--- src/rtl/ahb_pkg.sv ---
// Shared AHB-Lite encodings and default-slave state type.
package ahb_pkg;

  localparam logic [1:0] HTRANS_IDLE   = 2'b00;
  localparam logic [1:0] HTRANS_BUSY   = 2'b01;
  localparam logic [1:0] HTRANS_NONSEQ = 2'b10;
  localparam logic [1:0] HTRANS_SEQ    = 2'b11;

  localparam logic HRESP_OKAY  = 1'b0;
  localparam logic HRESP_ERROR = 1'b1;

  typedef enum logic [1:0] {
    DS_IDLE = 2'd0,
    DS_ERR1 = 2'd1,
    DS_ERR2 = 2'd2
  } ds_state_e;

  // NONSEQ and SEQ both carry HTRANS[1]=1
  function automatic logic trans_active(logic [1:0] t);
    return t[1];
  endfunction

endpackage

--- src/rtl/ahb_default_slave.sv ---
// Default slave: two-cycle ERROR response for active transfers
// to unmapped space, zero-wait OKAY otherwise.
module ahb_default_slave
  import ahb_pkg::*;
(
  input  logic       HCLK,
  input  logic       HRESET,
  input  logic       HSEL,
  input  logic [1:0] HTRANS,
  input  logic       HREADY,
  output logic       HREADYOUT,
  output logic       HRESP
);

  ds_state_e state_q, state_d;
  logic      take;

  assign take = HSEL & HREADY & trans_active(HTRANS);

  always_ff @(posedge HCLK or posedge HRESET) begin
    if (HRESET) state_q <= DS_IDLE;
    else        state_q <= state_d;
  end

  always_comb begin
    state_d   = state_q;
    HREADYOUT = 1'b1;
    HRESP     = HRESP_OKAY;
    unique case (state_q)
      DS_IDLE: begin
        if (take) state_d = DS_ERR1;
      end
      DS_ERR1: begin
        HREADYOUT = 1'b0;
        HRESP     = HRESP_ERROR;
        state_d   = DS_ERR2;
      end
      DS_ERR2: begin
        HRESP   = HRESP_ERROR;
        state_d = take ? DS_ERR1 : DS_IDLE;
      end
      default: state_d = DS_IDLE;
    endcase
  end

endmodule

--- src/rtl/ahb_decode_mux.sv ---
// AHB-Lite address decoder and response mux with default slave.
// Optional error counter port: AHB_DECODE_ERRCNT_EN.
module ahb_decode_mux
  import ahb_pkg::*;
#(
  parameter int NUM_SLAVES = 2,
  parameter int ADDR_W     = 32,
  parameter int DATA_W     = 32,
  parameter logic [NUM_SLAVES*ADDR_W-1:0] SLAVE_BASE =
    {32'h2000_0000, 32'h1000_0000},
  parameter logic [NUM_SLAVES*ADDR_W-1:0] SLAVE_MASK =
    {32'hF000_0000, 32'hF000_0000}
) (
  input  logic                         HCLK,
  input  logic                         HRESET,
  input  logic [ADDR_W-1:0]            HADDR,
  input  logic [1:0]                   HTRANS,
  output logic [NUM_SLAVES-1:0]        HSEL_S,
  output logic                         HSELDefault,
  input  logic [NUM_SLAVES*DATA_W-1:0] HRDATA_S,
  input  logic [NUM_SLAVES-1:0]        HREADYOUT_S,
  input  logic [NUM_SLAVES-1:0]        HRESP_S,
  output logic [DATA_W-1:0]            HRDATA,
  output logic                         HREADY,
  output logic                         HRESP
`ifdef AHB_DECODE_ERRCNT_EN
  ,
  output logic [15:0]                  err_count
`endif
);

  logic [NUM_SLAVES:0] sel_q;
  logic                ds_ready;
  logic                ds_resp;
  logic                found;

  // Lowest index wins on overlapping windows
  always_comb begin
    HSEL_S = '0;
    found  = 1'b0;
    for (int i = 0; i < NUM_SLAVES; i++) begin
      if (!found &&
          ((HADDR & SLAVE_MASK[i*ADDR_W +: ADDR_W]) ==
           SLAVE_BASE[i*ADDR_W +: ADDR_W])) begin
        HSEL_S[i] = 1'b1;
        found     = 1'b1;
      end
    end
    HSELDefault = ~found;
  end

  always_ff @(posedge HCLK or posedge HRESET) begin
    if (HRESET)      sel_q <= {1'b1, {NUM_SLAVES{1'b0}}};
    else if (HREADY) sel_q <= {HSELDefault, HSEL_S};
  end

  always_comb begin
    HRDATA = '0;
    HREADY = 1'b0;
    HRESP  = HRESP_OKAY;
    for (int i = 0; i < NUM_SLAVES; i++) begin
      if (sel_q[i]) begin
        HRDATA = HRDATA | HRDATA_S[i*DATA_W +: DATA_W];
        HREADY = HREADY | HREADYOUT_S[i];
        HRESP  = HRESP | HRESP_S[i];
      end
    end
    if (sel_q[NUM_SLAVES]) begin
      HREADY = HREADY | ds_ready;
      HRESP  = HRESP | ds_resp;
    end
  end

  ahb_default_slave u_default (
    .HCLK      (HCLK),
    .HRESET    (HRESET),
    .HSEL      (HSELDefault),
    .HTRANS    (HTRANS),
    .HREADY    (HREADY),
    .HREADYOUT (ds_ready),
    .HRESP     (ds_resp)
  );

`ifdef AHB_DECODE_ERRCNT_EN
  logic [15:0] err_q;
  logic        err_take;

  // HREADY is low in DS_ERR1, so this fires only from IDLE/ERR2
  assign err_take = HREADY & HSELDefault & trans_active(HTRANS);

  always_ff @(posedge HCLK or posedge HRESET) begin
    if (HRESET)
      err_q <= '0;
    else if (err_take && err_q != 16'hFFFF)
      err_q <= err_q + 16'd1;
  end

  assign err_count = err_q;
`endif

endmodule

--- config.mk ---
export PLATFORM = sky130hd
export DESIGN_NAME = ahb_decode_mux
export DESIGN_NICKNAME = d
export VERILOG_FILES = /design/src/rtl/ahb_pkg.sv /design/src/rtl/ahb_default_slave.sv /design/src/rtl/ahb_decode_mux.sv
export SDC_FILE = /design/constraint.sdc
export NUM_CORES = 1
export LEC_CHECK = 0
export ABC_AREA = 1
export CAP_MARGIN = 15
export CELL_PAD_IN_SITES_DETAIL_PLACEMENT = 1
export CELL_PAD_IN_SITES_GLOBAL_PLACEMENT = 1
export CORE_MARGIN = 3
export CORE_UTILIZATION = 12
export DETAILED_ROUTE_END_ITERATION = 8
export MAX_ROUTING_LAYER = met4
export PLACE_DENSITY = 0.85
export SLEW_MARGIN = 20
export SYNTH_ARGS = -nofsm -noshare
export SYNTH_HDL_FRONTEND = slang
export SYNTH_HIERARCHICAL = 1
export SYNTH_SLANG_ARGS = --single-unit
--- constraint.sdc ---
create_clock -name HCLK -period 1.9 [get_ports HCLK]
set_input_delay 0.38 -clock HCLK [delete_from_list [all_inputs] [get_ports HCLK]]
set_output_delay 0.38 -clock HCLK [all_outputs]
set_load 0.01 [all_outputs]
After elaboration in Yosys (flattened, before gate mapping)
Cells that the tools add are included.
- output and inout port bits: 37
- memory bits (read-only): 0
- memories kept: 0
- bits of input ports: 104
- bits in latches: 0
- logic and storage cells: 35
- flip-flop bits (word level): 5
- memory bits (writable): 0
- order comparisons: 0
- bitwise logic cells: 8
- add/sub/neg operators: 0
- eq/ne operators: 5
- multiply operators: 0
- divide/modulo/power cells: 0
- multiplexer cells: 16
- shifts and indexed selects: 0
- reduce and logical (&&, ||, !) cells: 4
- operators with widths (cell ; count):
    $mux W32 ; 2
    $or A32 B32 Y32 ; 1
    $mux W1 ; 12
    $pmux W2 S3 ; 1
    $eq A4 B1 Y1 const B ; 1
    $eq A4 B2 Y1 const B ; 1
    $or A1 B1 Y1 ; 4
    $and A1 B1 Y1 ; 2
    $eq A2 B1 Y1 const B ; 1
    $eq A2 B2 Y1 const B ; 1
    $logic_not A2 Y1 ; 1
    $mux W2 ; 1
    $ne A2 B1 Y1 const B ; 1
    $reduce_or A2 Y1 ; 1
    $logic_and A1 B1 Y1 ; 1
    $logic_not A1 Y1 ; 1
    $not A1 Y1 ; 1

Longest topological paths before layout
- depth after elaboration: 10
- gate-level depth with buffers: 9
- mapped depth without buffers: 9

Modules after synthesis
Netlist, hierarchy kept.
- by module, submodules not included (module ; cells an instance ; area an instance (um2) ; instances ; sequential area each (um2)):
    ahb_decode_mux ; 76 ; 601.8 ; 1 ; 76.3
    ahb_default_slave ; 22 ; 172.7 ; 1 ; 50.0

Least setup slack after synthesis
OpenSTA, ideal clock, no wires.
- kind: reg-to-output
- start: register u_default.state_q[0]
- end: output port HRESP
- buffers on the path: 0
- cell stages (with the launch flop): 5
- path slack: 614 ps
- arrival time: 906 ps
- required time: 1520 ps
- path through: dfrtp_1 inv_1 ha_1 nand2_1 nand3_1
- word-level cells in the longest chain between the ends: 5
- elaborated cells on any way between the ends: 6
- classes of those cells: eq/ne (2); mux (2); bitwise (1); reduce/logical (1)
- RTL lines (what ; line ; RTL):
    start, declared ; ahb_default_slave.sv:15 ; ds_state_e state_q, state_d;
    start signal, assigned ; ahb_default_slave.sv:22 ; else state_q <= state_d;
    $eq A2 B1 Y1 or $eq A2 B2 Y1 (tied branches) ; ahb_default_slave.sv:29 ; unique case (state_q)
    $reduce_or A2 Y1 (no source line) * ; - ;
    $mux W1 * ; ahb_default_slave.sv:29 ;
    via ds_resp ; ahb_decode_mux.sv:34 ; logic ds_resp;
    $or A1 B1 Y1 * ; ahb_decode_mux.sv:70 ; HRESP = HRESP | ds_resp;
    $mux W1 * ; ahb_decode_mux.sv:68 ; if (sel_q[NUM_SLAVES]) begin
    end, declared ; ahb_decode_mux.sv:25 ; output logic HRESP
The timed path passes the listed nets; every way through them passes the cells marked *.

Worst setup path after layout
- start: input port HADDR[29]
- end: output port HSEL_S[0]
- word-level cells in the longest chain between the ends: 2
- RTL lines (what ; line ; RTL):
    start, declared ; ahb_decode_mux.sv:16 ; input logic [ADDR_W-1:0] HADDR,
    $eq A4 B1 Y1 ; ahb_decode_mux.sv:43 ; ((HADDR & SLAVE_MASK[i*ADDR_W +: ADDR_W]) ==
    $mux W1 ; ahb_decode_mux.sv:42 ; if (!found &&
    end, declared ; ahb_decode_mux.sv:18 ; output logic [NUM_SLAVES-1:0] HSEL_S,
Every way passes these cells.

==> flow_summary.yaml <==
power_and_ir_drop:
  clockPowerShare_pct: 15.4
  switching_share_pct: 38.7
  p_total_w: 0.00130
  p_int_w: 0.000798
  powerDensity_nw_per_um2: 659
  pwr-share-seq_pct: 13.7
  peakVddDrop_v: 0.000493
  p_leak_nw: 0.983
  p_switching_w: 0.000503
  combPwrFrac_pct: 70.9
clock_tree:
  htree_levels: 1
  clk_latency_ps: 230
  hold_buffers: 0
  clockBufferDepth: 2
  cts_tree: "done"
  cts.sinks: 5
  clk_pin_slew_worst_paths_ps: 30
  cts_resized: 40
  cts-buffers-inserted: 3
  clockRootBuffer: "clkbuf_8"
  post_cts_buffers: 0
critical_path:
  end_kind: "primary output"
  worstPathRequired_ps: 1520
  cp.arrival_ps: 1430
  reg2reg_depth: 10
  reg2reg_from: "u_default/state_q[1]"
  crit_fanout: 3
  crit_path_start_kind: "primary input"
  ff2ff_setup_slack_ps: 490
  critPathCapture: "HSEL_S[0]"
  startpoint: "HADDR[29]"
  rr_endpoint: "u_default/state_q[1]"
  critPathKind: "in -> out"
placement:
  dpl.hpwl_um: 3120
  place_congestion: 0.704
  port_buffers: 111
  place_area_um2: 1970
  dp_slack_ps: -234
global_route:
  grt_pass1_wl_um: 5710
  grt_max_degree: 34
  grt_usage_pct: 9.63
  antenna_found_initial: 0
  grt_pass1_vias: 1204
  grt_overflow: 0
detailed_routing:
  wl_per_cell_um: 12.8
  num_vias: 1169
  first_iter_violations: 27
  routed_wl_um: 3680
  ant_nets: 0
  drc: 0
  via_per_inst: 4.07
  drtPass1Iterations: 4
floorplan:
  num_rows: 28
  pin_count: 141
  die_h_um: 86.3
  dieWidth_um: 86.3
  initial_core_util_pct: 12.7
  core_area_um2: 6100
  dieArea_um2: 7450
cells_and_area:
  finalNetCount: 322
  final_util_pct: 32.4
  fin_area_um2: 1970
  drive_gt1_share_pct: 8.49
  num_antenna_cells: 0
  num-fill-cells: 742
  syn2layout_area_growth_pct: 155
hold_path:
  min_path_type: "in -> async"
synthesis:
  synth.avg_cell_area_um2: 7.90
  synth.lib_cells_used.distinct: 14
  ys_warn_count: 6
  ys_seq_area_share_pct: 16.3
  syn-num-nets: 207
  netlist_instances: 98
  synth_area_um2: 774
  ys_ff_latch: 5
timing:
  slew_headroom_pct: 89.0
  finalSetupViolCount: 0
  worst_pin_slew_ps: 165
  tns_ps: 0
  layout_min_cycle_time_ps: 1810
  fin_crit_sh_pct: 95.1
  hold_viol: 0
  layout_setup_ws_ps: 92.8
  finalClockSkew_ps: 4.36
  slew_violations: 0
  max_freq_mhz: 553
outcome:
  status: "completed"
flow_run:
  cap_violations: 0
critical path: stages:
cell and delay [ps]:
clkdlybuf4s50_1 440, inv_1 90, nand2_1 60, nor2_2 150, dlygate4sd2_1 290
registers in the layout, summed over array words and instances (netlist names):
name               cells
sel_q                  3
u_default/state_q      2
per-layer routing:
| metal | wire length (µm) | vias to the layer above | global-route usage (%) | part of all wire, % |
|---|---|---|---|---|
| met3 | 389 | 4 | 2.28 | 11 |
| met5 | 0 | - | - | 0 |
| met2 | 1930 | 64 | 18.1 | 52 |
| li1 | - | 577 | - | - |
| met4 | 31 | 0 | 2.55 | 0.84 |
| met1 | 1330 | 524 | 9.96 | 36 |
logic make-up after synthesis:
family | share of synthesized area (%)
AO/OA/AOI/OAI | 37.5
AND/OR/NAND/NOR | 20.7
adder cells (fa/ha/maj) | 8.08
flip-flops | 16.3
buffers and inverters | 17.4
final cells by class:
| type | count | area [µm²] | share of cell area [%] |
|---|---|---|---|
| tap | 75 | 93.8 | 4.76 |
| sequential | 5 | 128 | 6.47 |
| timing repair buffer | 118 | 1140 | 57.7 |
| multi-input combinational | 73 | 523 | 26.5 |
| inverter | 12 | 45.0 | 2.28 |
| clock buffer | 4 | 45.0 | 2.28 |
through the flow:
stage	hold WS, ps	cells
2_1_floorplan	121	98
3_3_place_gp	498	283
3_5_place_dp	507	283
4_1_cts	334	287
5_1_grt	356	287
6_report	337	287
worst min path at each step:
| stage | start | endpoint | slack (ps) | cells after the start |
|---|---|---|---|---|
| detailed placement | sel_q[2] | sel_q[2] | 510 | 2 |
| global placement | sel_q[2] | sel_q[2] | 500 | 2 |
| CTS | HRESET | u_default/state_q[0] | 330 | 2 |
| finish | HRESET | u_default/state_q[0] | 340 | 2 |
| global route | HRESET | u_default/state_q[1] | 360 | 2 |
| floorplan | HRESET | u_default/state_q[0] | 120 | 1 |
placed cells by master (no fill, tap or decap):
cell             count
o21ai_1              2
clkbuf_2             1
clkbuf_1             1
buf_4                5
dlygate4sd2_1       36
nor2_2               1
nand2_4              1
clkbuf_8             3
nand3_4              1
ha_1                 5
nand2_1             17
dfstp_2              1
nor2_4               1
nor2_1               6
nand3_1              5
buf_12               2
nand4_1              1
dfrtp_1              3
dfrtp_2              1
a22o_1              32
nand2_2              1
clkdlybuf4s50_1     74
inv_1               12
cells in the mapped netlist:
cell type   n  area [µm²]
dfrtp_1     4         100
a22o_1     32         280
dfstp_2     1        26.3
nand2_2     1        6.26
nand4_1     1        6.26
nand2_1    17        63.8
inv_1      12        45.0
nand2_4     1        11.3
nor2_1      8        30.0
nand3_1     5        25.0
nand3_4     1        17.5
buf_6       8        90.1
ha_1        5        62.6
o21ai_1     2        10.0
power groups by stage:
stage / clock (W) / sequential [W] / combinational [W]
global route: 0.000218 / 0.000184 / 0.00102
global placement: 0 / 0.000179 / 0.00103
floorplan: 0 / 0.000173 / 0.000502
detailed placement: 0 / 0.000180 / 0.00105
finish: 0.000200 / 0.000179 / 0.000922
CTS: 0.000208 / 0.000179 / 0.000944
No activity file was read; power rests on OpenSTA's default activity.
==> RTL change: new RTL, config.mk and constraints unchanged <==
The option `AHB_DECODE_ERRCNT_EN` is turned on by a define.
--- a/src/rtl/ahb_decode_mux.sv
+++ b/src/rtl/ahb_decode_mux.sv
@@ -1,5 +1,7 @@
 // AHB-Lite address decoder and response mux with default slave.
 // Optional error counter port: AHB_DECODE_ERRCNT_EN.
+`define AHB_DECODE_ERRCNT_EN
+
 module ahb_decode_mux
   import ahb_pkg::*;
 #(
Formal check against the unedited RTL (old outputs only; new: err_count): equivalent (equiv_simple and equiv_induct, registers matched by name and starting in step).
==> RTL change against the original RTL <==
  * Worst setup slack lost 0.024 ns
  * Sequential cell count grew 16
  * Area after synthesis grew 120%
  * Critical path type unchanged
  * Design area grew 69%
  * Routed wire length grew 120%
  * Die area grew 110%
  * Clock skew grew 0.0053 ns
  * Count of clock-buffer cells in the layout shrank 1
  * Sequential power grew to 3.6 times the old value
  * Total power grew 140%
  * Sequential share of layout area grew 9.3 points
  * Largest cell class unchanged
==> RTL change: results <==
set metrics [dict create \
    grt_pass1_wl_um 12400 \
    cts_setup_buffers 2 \
    clockRootBuffer "clkbuf_16" \
    synthAdderAreaFrac_pct 4.40 \
    r2r-start "u_default/state_q[0]$_DFFE_PP0P_" \
    vdd_ir_drop_max_v 0.000295 \
    finalClockSkew_ns 0.00967 \
    dp_hpwl_um 6450 \
    leakage_nw 1.55 \
    place_congestion 0.828 \
    finalWirelength_um 7970 \
    ys_top_cells_by_area "dfrtp_1 (29%), nand2_1 (21%), a22o_1 (16%), nor2_1 (5.5%), ha_1 (4.4%)" \
    place_area_sq_um 3250 \
    tightest_slew_ns 0.252 \
    synth_nets 356 \
    crit_arrival_ns 1.45 \
    cts_resized 41 \
    grtUsageTotal_pct 9.86 \
    num_vias 2209 \
    drtIter0Drc 67 \
    status "finished clean" \
    dp.cells 550 \
    ys_types 23 \
    cp-startpoint "HADDR[31]" \
    synth_compound_area_share_pct 18.8 \
    synth_common_cells "nand2_1 (94), a22o_1 (32), nor2_1 (25), dfrtp_1 (20), inv_1 (20)" \
    reg2regPathDepth 11 \
    nets 493 \
    critPathMaxStageDelay_ns 0.41 \
    clk_pin_slew_ns 0.06 \
    nFillCells 1628 \
    synth-seq-area-share_pct 30.9 \
    place_ws_ns -0.345 \
    grt_max_degree 36 \
    grt_pass1_vias 2360 \
    syn_area_per_cell_sq_um 6.94 \
    instances_no_fill 558 \
    portBuffers 127 \
]
-- RTL change: cell types whose count changed in the layout (fill, tap and decap cells not counted), sizes merged, moves of 4 or more --
cell and change:
clkdlybuf4s50 +16, dfrtp +16, buf +8, inv +10
nand2 +79, nor2 +21, o21ai +4, xnor2 +4
-- RTL change: path summary, 6_finish.rpt --
check	to	slack (ns)
max in group asynchronous	err_count[9]$_DFFE_PP0P_	1.11
min in group HCLK	sel_q[2]$_DFFE_PP1P_	0.54
worst max-delay path	HSEL_S[0]	0.07
worst min register to register	sel_q[2]$_DFFE_PP1P_	0.54
worst max register to register	err_count[11]$_DFFE_PP0P_	0.15
worst min-delay path	u_default/state_q[0]$_DFFE_PP0P_	0.33
-- RTL change: per-layer routing --
| metal | track usage (%) | vias up | part of all wire [%] |
|---|---|---|---|
| li1 | - | 1080 | - |
| met1 | 11.0 | 1047 | 41 |
| met2 | 18.0 | 78 | 52 |
| met3 | 2.60 | 4 | 6.1 |
| met4 | 1.40 | 0 | 0.65 |
| met5 | - | - | 0 |
-- RTL change: power breakdown --
| group | leakage [nW] | total, mW | switching (mW) | internal (mW) |
|---|---|---|---|---|
| Combinational | 1.23 | 2.01 | 1.01 | 0.997 |
| Sequential | 0.280 | 0.639 | 0.0929 | 0.546 |
| Clock | 0.0371 | 0.461 | 0.175 | 0.285 |
| Total | 1.55 | 3.11 | 1.28 | 1.83 |
-- RTL change: area by class of cell --
| type | instances | area (sq um) | share of cell area (%) |
|---|---|---|---|
| Clock buffer | 3 | 75.1 | 2.25 |
| Clock inverter | 1 | 7.51 | 0.225 |
| Inverter | 22 | 82.6 | 2.48 |
| Multi-Input combinational cell | 194 | 1070 | 32.0 |
| Sequential cell | 21 | 527 | 15.8 |
| Tap cell | 176 | 220 | 6.60 |
| Timing Repair Buffer | 141 | 1360 | 40.7 |
